## src/rtl/tracker_pkg.sv

```systemverilog
// Shared tracker types.
//   tracker_entry_t : one trace entry as written into the circular log
//   ENTRY_W         : width of tracker_entry_t, the default log data width
//   LOG_ADDR_W      : default log address width, shared with the read path
package tracker_pkg;

  typedef struct packed {
    logic [3:0] src;
    logic [3:0] kind;
    logic [7:0] payload;
  } tracker_entry_t;

  localparam int unsigned ENTRY_W    = $bits(tracker_entry_t);
  localparam int unsigned LOG_ADDR_W = 4;

endpackage

```

## src/rtl/tracker_log_ram.sv

```systemverilog
// Simple dual-port RAM: one write port and one read port.
// The read is synchronous and read-first, with a registered output.
// The data array has no reset, so it can map onto block RAM.
// Only the output register is reset.
//   clk, rst : clock; async active-high reset (output register only)
//   wr_en, wr_addr, wr_data : write port
//   rd_en, rd_addr          : read request, sampled on the clock edge
//   rd_data                 : registered read data; holds while rd_en is low
module tracker_log_ram #(
  parameter int DATA_W = 16,
  parameter int ADDR_W = 4
) (
  input  logic              clk,
  input  logic              rst,
  input  logic              wr_en,
  input  logic [ADDR_W-1:0] wr_addr,
  input  logic [DATA_W-1:0] wr_data,
  input  logic              rd_en,
  input  logic [ADDR_W-1:0] rd_addr,
  output logic [DATA_W-1:0] rd_data
);

  logic [DATA_W-1:0] mem [0:(1<<ADDR_W)-1];

  always_ff @(posedge clk) begin
    if (wr_en)
      mem[wr_addr] <= wr_data;
  end

  // Nonblocking update of mem gives read-first behaviour on an address collision.
  always_ff @(posedge clk or posedge rst) begin
    if (rst)
      rd_data <= '0;
    else if (rd_en)
      rd_data <= mem[rd_addr];
  end

endmodule

```

## src/rtl/tracker_log_buf.sv

```systemverilog
// Circular trace log. It accepts one entry per cycle, stores the entry at
// curr_wr_addr and advances the pointer modulo 2^ADDR_W. It serves reads
// with a latency of one cycle. has_wrapped is sticky: it sets on the first
// pointer wrap and clears on log_clear or rst.
//   clk, rst                        : clock; async active-high reset
//   log_en                          : write enable gate
//   log_clear                       : pulse; clears pointer and wrap flag, and beats a write
//   log_wr_val, log_wr_data         : write entry
//   log_wr_rdy                      : always 1
//   log_rd_req_val, log_rd_req_addr : read request
//   log_rd_resp_val, log_rd_resp_data : read response, one cycle after the request
//   curr_wr_addr                    : next index to be written
//   has_wrapped                     : pointer has wrapped since the last clear
module tracker_log_buf
  import tracker_pkg::*;
#(
  parameter int DATA_W = ENTRY_W,
  parameter int ADDR_W = LOG_ADDR_W
) (
  input  logic              clk,
  input  logic              rst,
  input  logic              log_en,
  input  logic              log_clear,
  input  logic              log_wr_val,
  input  logic [DATA_W-1:0] log_wr_data,
  output logic              log_wr_rdy,
  input  logic              log_rd_req_val,
  input  logic [ADDR_W-1:0] log_rd_req_addr,
  output logic              log_rd_resp_val,
  output logic [DATA_W-1:0] log_rd_resp_data,
  output logic [ADDR_W-1:0] curr_wr_addr,
  output logic              has_wrapped
);

  logic accept;

  assign log_wr_rdy = 1'b1;
  assign accept     = log_wr_val & log_en & ~log_clear;

  always_ff @(posedge clk or posedge rst) begin
    if (rst) begin
      curr_wr_addr <= '0;
      has_wrapped  <= 1'b0;
    end else if (log_clear) begin
      curr_wr_addr <= '0;
      has_wrapped  <= 1'b0;
    end else if (accept) begin
      curr_wr_addr <= curr_wr_addr + 1'b1;
      if (curr_wr_addr == '1)
        has_wrapped <= 1'b1;
    end
  end

  always_ff @(posedge clk or posedge rst) begin
    if (rst)
      log_rd_resp_val <= 1'b0;
    else
      log_rd_resp_val <= log_rd_req_val;
  end

  tracker_log_ram #(
    .DATA_W (DATA_W),
    .ADDR_W (ADDR_W)
  ) u_ram (
    .clk     (clk),
    .rst     (rst),
    .wr_en   (accept),
    .wr_addr (curr_wr_addr),
    .wr_data (log_wr_data),
    .rd_en   (log_rd_req_val),
    .rd_addr (log_rd_req_addr),
    .rd_data (log_rd_resp_data)
  );

endmodule

```

## config.mk

```make
export PLATFORM = sky130hd
export DESIGN_NAME = tracker_log_buf
export DESIGN_NICKNAME = d
export VERILOG_FILES = /design/src/rtl/tracker_pkg.sv /design/src/rtl/tracker_log_ram.sv /design/src/rtl/tracker_log_buf.sv
export SDC_FILE = /design/constraint.sdc
export NUM_CORES = 1
export LEC_CHECK = 0
export BUFFER_PORTS_ARGS = -buffer_cell sky130_fd_sc_hd__buf_2
export CORE_MARGIN = 2
export CORE_UTILIZATION = 40
export DETAILED_ROUTE_END_ITERATION = 8
export PLACE_DENSITY = 0.58
export SLEW_MARGIN = 10
export SYNTH_ARGS = -nofsm -noshare
export SYNTH_HDL_FRONTEND = slang
export SYNTH_SLANG_ARGS = --single-unit
```

## constraint.sdc

```tcl
create_clock -name clk -period 1.8 [get_ports clk]
set_clock_uncertainty 0.1 [all_clocks]
set_input_delay 0.36 -clock clk [delete_from_list [all_inputs] [get_ports clk]]
set_output_delay 0.36 -clock clk [all_outputs]
set_load 0.02 [all_outputs]
```

# ---- Yosys cells after proc, flatten, opt, wreduce, memory -nomap -nowiden
# Memory sizes are Yosys's and may differ from the RTL's. A register that Yosys moved wholly into a read port is not among the register bits.
# Index checks and enable logic that the tools add are counted.
dict set report word_totals {
  mem_count 1
  ramBits 256
  elab_cells 19
  ff_bits 6
}
# name words word_bits rd rd_ports_with_merged_regs wr line
set mem_list {}
lappend mem_list {u_ram.mem 16 16 1 1 1 tracker_log_ram.sv:23} ;# logic [DATA_W-1:0] mem [0:(1<<ADDR_W)-1];
dict set report op_classes {
  n_mux 7
  n_bitwise 3
  reduce_logical 3
  eq_ne 1
  add_sub_neg 1
}
# cell count
set ops {}
lappend ops {{2-to-1 mux 4 bit} 2}
lappend ops {{2-to-1 mux 1 bit} 5}
lappend ops {{adder 4 x 1 -> 4 bit, second input constant} 1}
lappend ops {{equality test 4 bit, second input constant} 1}
lappend ops {{nonzero test 2 bit} 2}
lappend ops {{bitwise AND 1 bit} 2}
lappend ops {{AND reduction 2 bit} 1}
lappend ops {{NOT 1 bit} 1}

# ---- Logic depth before layout (Yosys ltp)
# Gate-level depths: netlist of run 1.
dict set report logic_depth {
  depth_word 4
  mapped_depth 6
  depth_no_buf 4
}

# ---- Modules after synthesis
# Synthesis of run 1 repeated with hierarchy kept, for this count alone.
dict set report unflattened {
  cells_unflattened 479
  area_unflattened_um2 10732.8
}
# module seq_area_each_um2 n_inst cells_per_inst area_per_inst_um2
set modules_own_cells {}
lappend modules_own_cells {tracker_log_ram 8087.8 1 453 10467.5}
lappend modules_own_cells {tracker_log_buf 150.1 1 26 265.3}

# ---- Least setup slack after synthesis of run 1
# OpenSTA, ideal clock, no wires.
dict set report synth_timing {
  kind {input-to-reg}
  from {input port log_clear}
  to {memory u_ram.mem[6][0] (enable)}
  setup_ns 0.374
  n_path_buf 1
  stages 3
  t_required_ns 1.326
  setup_slack_ns -0.118
  t_arrival_ns 1.444
  path_cell_list {clkbuf_1 nor4b_1 and2_1}
}
dict set report synth_via {
  elab_chain_cells 4
}
# item line
set synth_lines {}
lappend synth_lines {{start, declared} tracker_log_buf.sv:23} ;# input logic log_clear,
lappend synth_lines {{NOT 1 bit} tracker_log_buf.sv:38} ;# assign accept = log_wr_val & log_en & ~log_clear;
lappend synth_lines {{bitwise AND 1 bit} tracker_log_buf.sv:38}
lappend synth_lines {{2-to-1 mux 1 bit} tracker_log_ram.sv:26} ;# if (wr_en)
lappend synth_lines {{2-to-1 mux 1 bit (not written as such)} tracker_log_ram.sv:27} ;# mem[wr_addr] <= wr_data;
lappend synth_lines {{end, declared} tracker_log_ram.sv:23}
# No other way between the ends.

# ---- Final worst setup path of run 1
dict set report layout_timing {
  from {register curr_wr_addr[2]}
  to {output port curr_wr_addr[2]}
}
# item line
set layout_lines {}
lappend layout_lines {{start, declared} tracker_log_buf.sv:31} ;# output logic [ADDR_W-1:0] curr_wr_addr,
lappend layout_lines {{start signal, assigned} tracker_log_buf.sv:48} ;# curr_wr_addr <= curr_wr_addr + 1'b1;
# No word-level cell between the ends.

==> results.sh, run 1 <==
export IMPL_root_buffer="sky130_fd_sc_hd__clkbuf_16"
export IMPL_dr_first_iter_drc_count=371
export IMPL_synthesis_instances=483
export IMPL_ys_seq_elements=278
export IMPL_required_ns=1.34
export IMPL_synth_async_reset_ratio_pct=7.91
export IMPL_fin_tns_setup_ns=0
export IMPL_power_ir_vdd_worst_mv=0.730
export IMPL_timing_final_hold_violations=0
export IMPL_worstSetupEndpointType="output port"
export IMPL_power_per_cell_area_nw_per_um2=1070
export IMPL_run_status="completed"
export IMPL_synthMostInstantiatedCell="sky130_fd_sc_hd__edfxtp_1"
export IMPL_fin_util_pct=48.6
export IMPL_drive_gt1_share_pct=37.9
export IMPL_cap_viol_max_count=0
export IMPL_finalCritPeriodShare_pct=96.3
export IMPL_routed_wl_um=23800
export IMPL_yosysWarningCount=0
export IMPL_antenna_cells_inserted=0
export IMPL_routed_wire_length_per_instance_um=24.9
export IMPL_grt_max_degree=27
export IMPL_via_per_inst=5.39
export IMPL_cts_tree="done"
export IMPL_grt_util_all_layers_pct=17.3
export IMPL_cts_sink_cnt=278
export IMPL_post_cts_resized=0
export IMPL_synthDistinctLibCells=35
export IMPL_worstPathMaxFanout=5
export IMPL_pin_count=49
export IMPL_timing_hold_worst_class="in2reg"
export IMPL_areaGrowthSynthToFinish_pct=20.3
export IMPL_maxSlewViolCount=0
export IMPL_synth_largest_area_cell="sky130_fd_sc_hd__edfxtp_1"
export IMPL_finalSetupViolCount=0
export IMPL_detailroute_via_count=5141
export IMPL_timing_setup_critical_path_class="reg2out"
export IMPL_cts_buffer_count=28
export IMPL_timing_critical_path_from_type="flip-flop"
export IMPL_layout_filler_cells=2194
export IMPL_netlist_area_leader_share_pct=71.1
export IMPL_full_die_area_sq_um=28400
export IMPL_remaining_drc_errors=0
export IMPL_power_leakage_nw=4.39
export IMPL_floorplan_initialDensity_pct=40.4
export IMPL_grt_first_pass_wirelength_um=35900
export IMPL_setup_slack_ns=0.0670
export IMPL_grt_antenna_before_repair=0
export IMPL_number_of_flops_mapped_to_enable_cells_by_yosys=256
export IMPL_htree_num_levels=1
export IMPL_place_congestion=0.756
export IMPL_die_width_um=168
export IMPL_clk_latency_ns=0.53
export IMPL_design_power_total_mw=13.9
export IMPL_achievable_freq_mhz=577
export IMPL_cts_reportedPaths_clkPinSlew_ns=0.06
export IMPL_design_final_nets=621
export IMPL_finalWorstPathRequiredPeriod_ns=1.73
export IMPL_buffer_ports_inserted=47
export IMPL_syn_nets=514
export IMPL_core_sq_um=26700
export IMPL_ys_top_cells_by_count="sky130_fd_sc_hd__edfxtp_1 (256), sky130_fd_sc_hd__mux4_2 (55), sky130_fd_sc_hd__dfrtp_1 (22), sky130_fd_sc_hd__nor2_1 (19), sky130_fd_sc_hd__and2_1 (17)"
export IMPL_pre_cts_ws_ns=-0.0917
export IMPL_avgSynthCellArea_sq_um=22.4
export IMPL_clock_path_buffers=3
export IMPL_dp_final_hpwl_um=14700
export IMPL_sequential_element_share_of_the_synthesized_area_pct=76.2
export IMPL_final_antenna_net_count=0
export IMPL_die_h_um=168
export IMPL_ys_top_cells_by_area="sky130_fd_sc_hd__edfxtp_1 (71%), sky130_fd_sc_hd__mux4_2 (11%), sky130_fd_sc_hd__dfrtp_1 (5.1%)"
export IMPL_rsz_0062_raised_after_global_routing="no"
export IMPL_synth_area_sq_um=10800
export IMPL_number_of_global_route_vias_before_repair=5584
export IMPL_critPathArrivalTime_ns=1.27
export IMPL_number_of_detailed_route_iterations_in_the_first_pass=4
export IMPL_yosys_most_used_dff="sky130_fd_sc_hd__edfxtp_1"
export IMPL_grt_overflow=0
export IMPL_placement_rows=60
-- metrics by stage --
step                cell area [sq um]  hold slack, ns  std cells
floorplan                       10800           0.249        483
global placement                12000           0.353        899
detailed placement              12000           0.372        899
CTS                             13000          0.0518        953
global route                    13000          0.0763        953
finish                          13000          0.0729        953
-- routing by layer --
metal  share of wire, %  track usage (%)  wire, um  up-vias
li1                   -                -         -     2242
met3                4.6             3.08      1080       32
met2                 50             29.6     11900      119
met1                 43             23.6     10300     2748
met5                  0                0         0        -
met4                1.8             3.45       432        0
-- critical path, stage by stage, from the launching register on --
cell and delay, ns:
sky130_fd_sc_hd__dfrtp_1 0.41, sky130_fd_sc_hd__buf_4 0.17, sky130_fd_sc_hd__buf_2 0.16
-- cells in the final DEF (no fill, tap or decap), types with 14 or more instances in the layout --
cell type / n
sky130_fd_sc_hd__a221oi_2: 14
sky130_fd_sc_hd__buf_12: 28
sky130_fd_sc_hd__buf_2: 45
sky130_fd_sc_hd__buf_4: 30
sky130_fd_sc_hd__clkbuf_16: 28
sky130_fd_sc_hd__dfrtp_1: 22
sky130_fd_sc_hd__edfxtp_1: 256
sky130_fd_sc_hd__mux2i_1: 16
sky130_fd_sc_hd__mux4_2: 55
sky130_fd_sc_hd__nor2_1: 19
sky130_fd_sc_hd__o22ai_1: 15
-- worst paths after layout --
kind,slack (ns),cells after the start,start,to
worst max-delay path,0.07,2,curr_wr_addr[2],curr_wr_addr[2]
worst min-delay path,0.07,3,log_clear,curr_wr_addr[3]
worst max register to register,0.09,4,curr_wr_addr[3],u_ram.mem[5][12]
worst min register to register,0.42,2,has_wrapped,has_wrapped
max in group asynchronous,0.96,4,rst,u_ram.rd_data[1]
min in group asynchronous,0.34,4,rst,u_ram.rd_data[11]
-- repair_timing --
item,in CTS,in global routing
setup buffers,0,0
hold endpoints to repair,23,0
hold buffers,2,0
-- sequential cells by signal, summed over array words and instances, names as in the netlist --
register         count
u_ram.rd_data       16
curr_wr_addr         4
u_ram.mem          256
log_rd_resp_val      1
has_wrapped          1
-- cell families after synthesis --
family / after synthesis / synth area share, %
muxes: 80 / 15.1
adders and majority gates: 5 / 0.579
xor gates and xnor gates: 2 / 0.162
other: 1 / 0.0347
DFF: 278 / 76.2
and+or+nand+nor: 50 / 2.38
AOI/OAI and AO/OA: 36 / 3.29
buffers and inverters: 31 / 2.22
-- power by group --
part | leakage (nW) | switching, mW | internal [mW] | total [mW]
Combinational | 1.37 | 0.454 | 0.335 | 0.788
Clock | 0.456 | 2.41 | 3.49 | 5.90
Sequential | 2.56 | 0.0558 | 7.12 | 7.18
-- layout make-up --
cell class                      count  area [sq um]  share of cell area (%)
Clock buffer                       34           733                    5.64
Timing Repair Buffer              105          1030                    7.93
Clock inverter                     18           214                    1.65
Sequential cell                   278          8240                    63.4
Inverter                            3          11.3                  0.0866
Multi-Input combinational cell    174          2350                    18.1
Tap cell                          341           427                    3.28
Note: power is estimated with default switching activity, not from simulation.
==> run 2: changes to the inputs <==
GPL_TIMING_DRIVEN = 0   (was default)
PLACE_DENSITY = 0.57   (was 0.58)
==> results.sh, run 2 (synthesis results as in run 1) <==
export IMPL_multi_input_comb_area_sq_um=2400
export IMPL_place_congestion=0.816
export IMPL_required_ns=1.93
export IMPL_layout_filler_cells=2231
export IMPL_number_of_global_route_vias_before_repair=5328
export IMPL_clock_path_buffers=3
export IMPL_cap_viol_max_count=0
export IMPL_largest_register="u_ram.mem"
export IMPL_setup_reg_to_reg_worst_slack_ns=-0.03
export IMPL_slew_headroom_pct=37.8
export IMPL_power_per_cell_area_nw_per_um2=1080
export IMPL_pin_count=49
export IMPL_grt_max_degree=23
export IMPL_timing_hold_worst_class="in2reg"
export IMPL_buffer_ports_inserted=43
export IMPL_power_ir_vdd_worst_mv=0.650
export IMPL_worstRegToRegCells=3
export IMPL_dp_final_hpwl_um=13900
export IMPL_worstSetupEndpointType="flip-flop"
export IMPL_clk_latency_ns=0.54
export IMPL_timing_setup_critical_path_class="reg2reg"
export IMPL_power_leakage_nw=4.25
export IMPL_hold_worst_slack_ns=0.0182
export IMPL_areaGrowthSynthToFinish_pct=17.8
export IMPL_rsz_0062_raised_after_global_routing="yes"
export IMPL_placement_rows=60
export IMPL_cts_tree="done"
export IMPL_biggestRegsByFlops="u_ram.mem x256, u_ram.rd_data x16, curr_wr_addr x4"
export IMPL_achievable_freq_mhz=546
export IMPL_die_width_um=168
export IMPL_grt_overflow=0
export IMPL_worstReg2RegEnd="u_ram.mem[9][3]"
export IMPL_largest_reg_flops=256
export IMPL_hold_path_startpoint="log_en"
export IMPL_htree_num_levels=1
export IMPL_root_buffer="sky130_fd_sc_hd__clkbuf_16"
export IMPL_dr_first_iter_drc_count=463
export IMPL_critPathArrivalTime_ns=1.96
export IMPL_floorplan_initialDensity_pct=40.4
export IMPL_timing_hold_worst_path_depth=3
export IMPL_layout_cells_most_common="sky130_fd_sc_hd__edfxtp_1"
export IMPL_grt_first_pass_wirelength_um=33900
export IMPL_timing_final_hold_violations=0
export IMPL_number_of_detailed_route_iterations_in_the_first_pass=5
export IMPL_finalSetupViolCount=50
export IMPL_worstPathMaxFanout=16
export IMPL_design_final_nets=608
export IMPL_timing_critical_path_from_type="flip-flop"
export IMPL_layout_cells_most_common_list="sky130_fd_sc_hd__edfxtp_1 (256), sky130_fd_sc_hd__mux4_2 (55), sky130_fd_sc_hd__buf_2 (49)"
export IMPL_design_power_total_mw=13.7
export IMPL_core_sq_um=26700
export IMPL_fin_tns_setup_ns=-0.685
export IMPL_cts_reportedPaths_clkPinSlew_ns=0.06
export IMPL_detailroute_via_count=5084
export IMPL_violations_in_the_final_reports="setup timing"
export IMPL_run_status="complete, but fails checks"
export IMPL_routed_wl_um=22700
export IMPL_routed_wire_length_per_instance_um=24.1
export IMPL_cts_sink_cnt=278
export IMPL_cts_buffer_count=29
export IMPL_layout_area_seq_sq_um=8240
export IMPL_setup_slack_ns=-0.0302
export IMPL_final_antenna_net_count=0
export IMPL_grt_util_all_layers_pct=16.4
export IMPL_worstHoldEndpoint="has_wrapped"
export IMPL_remaining_drc_errors=0
export IMPL_finalCritPeriodShare_pct=102
export IMPL_drive_gt1_share_pct=35.5
export IMPL_via_per_inst=5.40
export IMPL_timing_rr_start="curr_wr_addr[2]"
export IMPL_grt_antenna_before_repair=2
export IMPL_worst_pin_slew_ns=0.932
export IMPL_full_die_area_sq_um=28400
export IMPL_finalWorstPathRequiredPeriod_ns=1.83
export IMPL_maxSlewViolCount=0
export IMPL_die_h_um=168
[run 2: report_power, final]
group | switching, mW | internal, mW | leakage [nW]
Sequential | 0.0515 | 7.12 | 2.56
Clock | 2.37 | 3.39 | 0.454
Combinational | 0.462 | 0.308 | 1.24
[run 2: how the worst max path moves through the flow]
stage,start,endpoint,cells after the start
after floorplan,curr_wr_addr[2],u_ram.mem[14][0],3
after detailed placement,log_wr_val,u_ram.mem[15][8],4
after global placement,log_wr_val,u_ram.mem[13][10],4
after global routing,curr_wr_addr[2],u_ram.mem[9][3],3
after CTS,curr_wr_addr[2],u_ram.mem[13][1],3
final,curr_wr_addr[2],u_ram.mem[9][3],3
[run 2: layout make-up]
class / instances / area share [%]
plain buffers: 28 / 1.80
clock buffers: 36 / 5.90
clock inverters: 18 / 1.30
inverters: 3 / 0.0884
diodes: 1 / 0.0196
repair buffers: 63 / 3.99
well taps: 341 / 3.35
multi-input cells: 174 / 18.9
flip-flops and latches: 278 / 64.7
[run 2: critical path: stages (launching register included)]
cell                      delay (ns)
sky130_fd_sc_hd__dfrtp_1        0.48
sky130_fd_sc_hd__nor4b_2        0.52
sky130_fd_sc_hd__and2_4         0.25
sky130_fd_sc_hd__buf_12         0.17
[run 2: per-stage QoR]
| step | utilization [%] | area, sq um | worst slack, ns | std cells |
|---|---|---|---|---|
| floorplan | - | 10800 | 0.0274 | 483 |
| global placement | 42.9 | 11500 | -0.621 | 867 |
| detailed placement | 42.9 | 11500 | -0.657 | 867 |
| CTS | 47.4 | 12700 | -0.162 | 937 |
| global route | 47.6 | 12700 | -0.107 | 941 |
| finish | 47.7 | 12700 | -0.0302 | 942 |
[run 2: per-layer routing]
layer  vias to the layer above  share of wire (%)  wire, um  global-route usage [%]
li1                       2224                  -         -                       -
met1                      2655                 44      9960                    22.7
met2                       153                 48     10800                    26.6
met3                        50                5.8      1320                    3.27
met4                         2                2.5       558                    4.69
met5                         -              0.057        13                       0
[run 2: timing repair]
item	CTS	global route
gates resized for setup	19	6
hold endpoints to repair	23	0
setup buffers	14	4
hold buffers	2	0
pin swaps	7	2
setup endpoints to repair	256	253
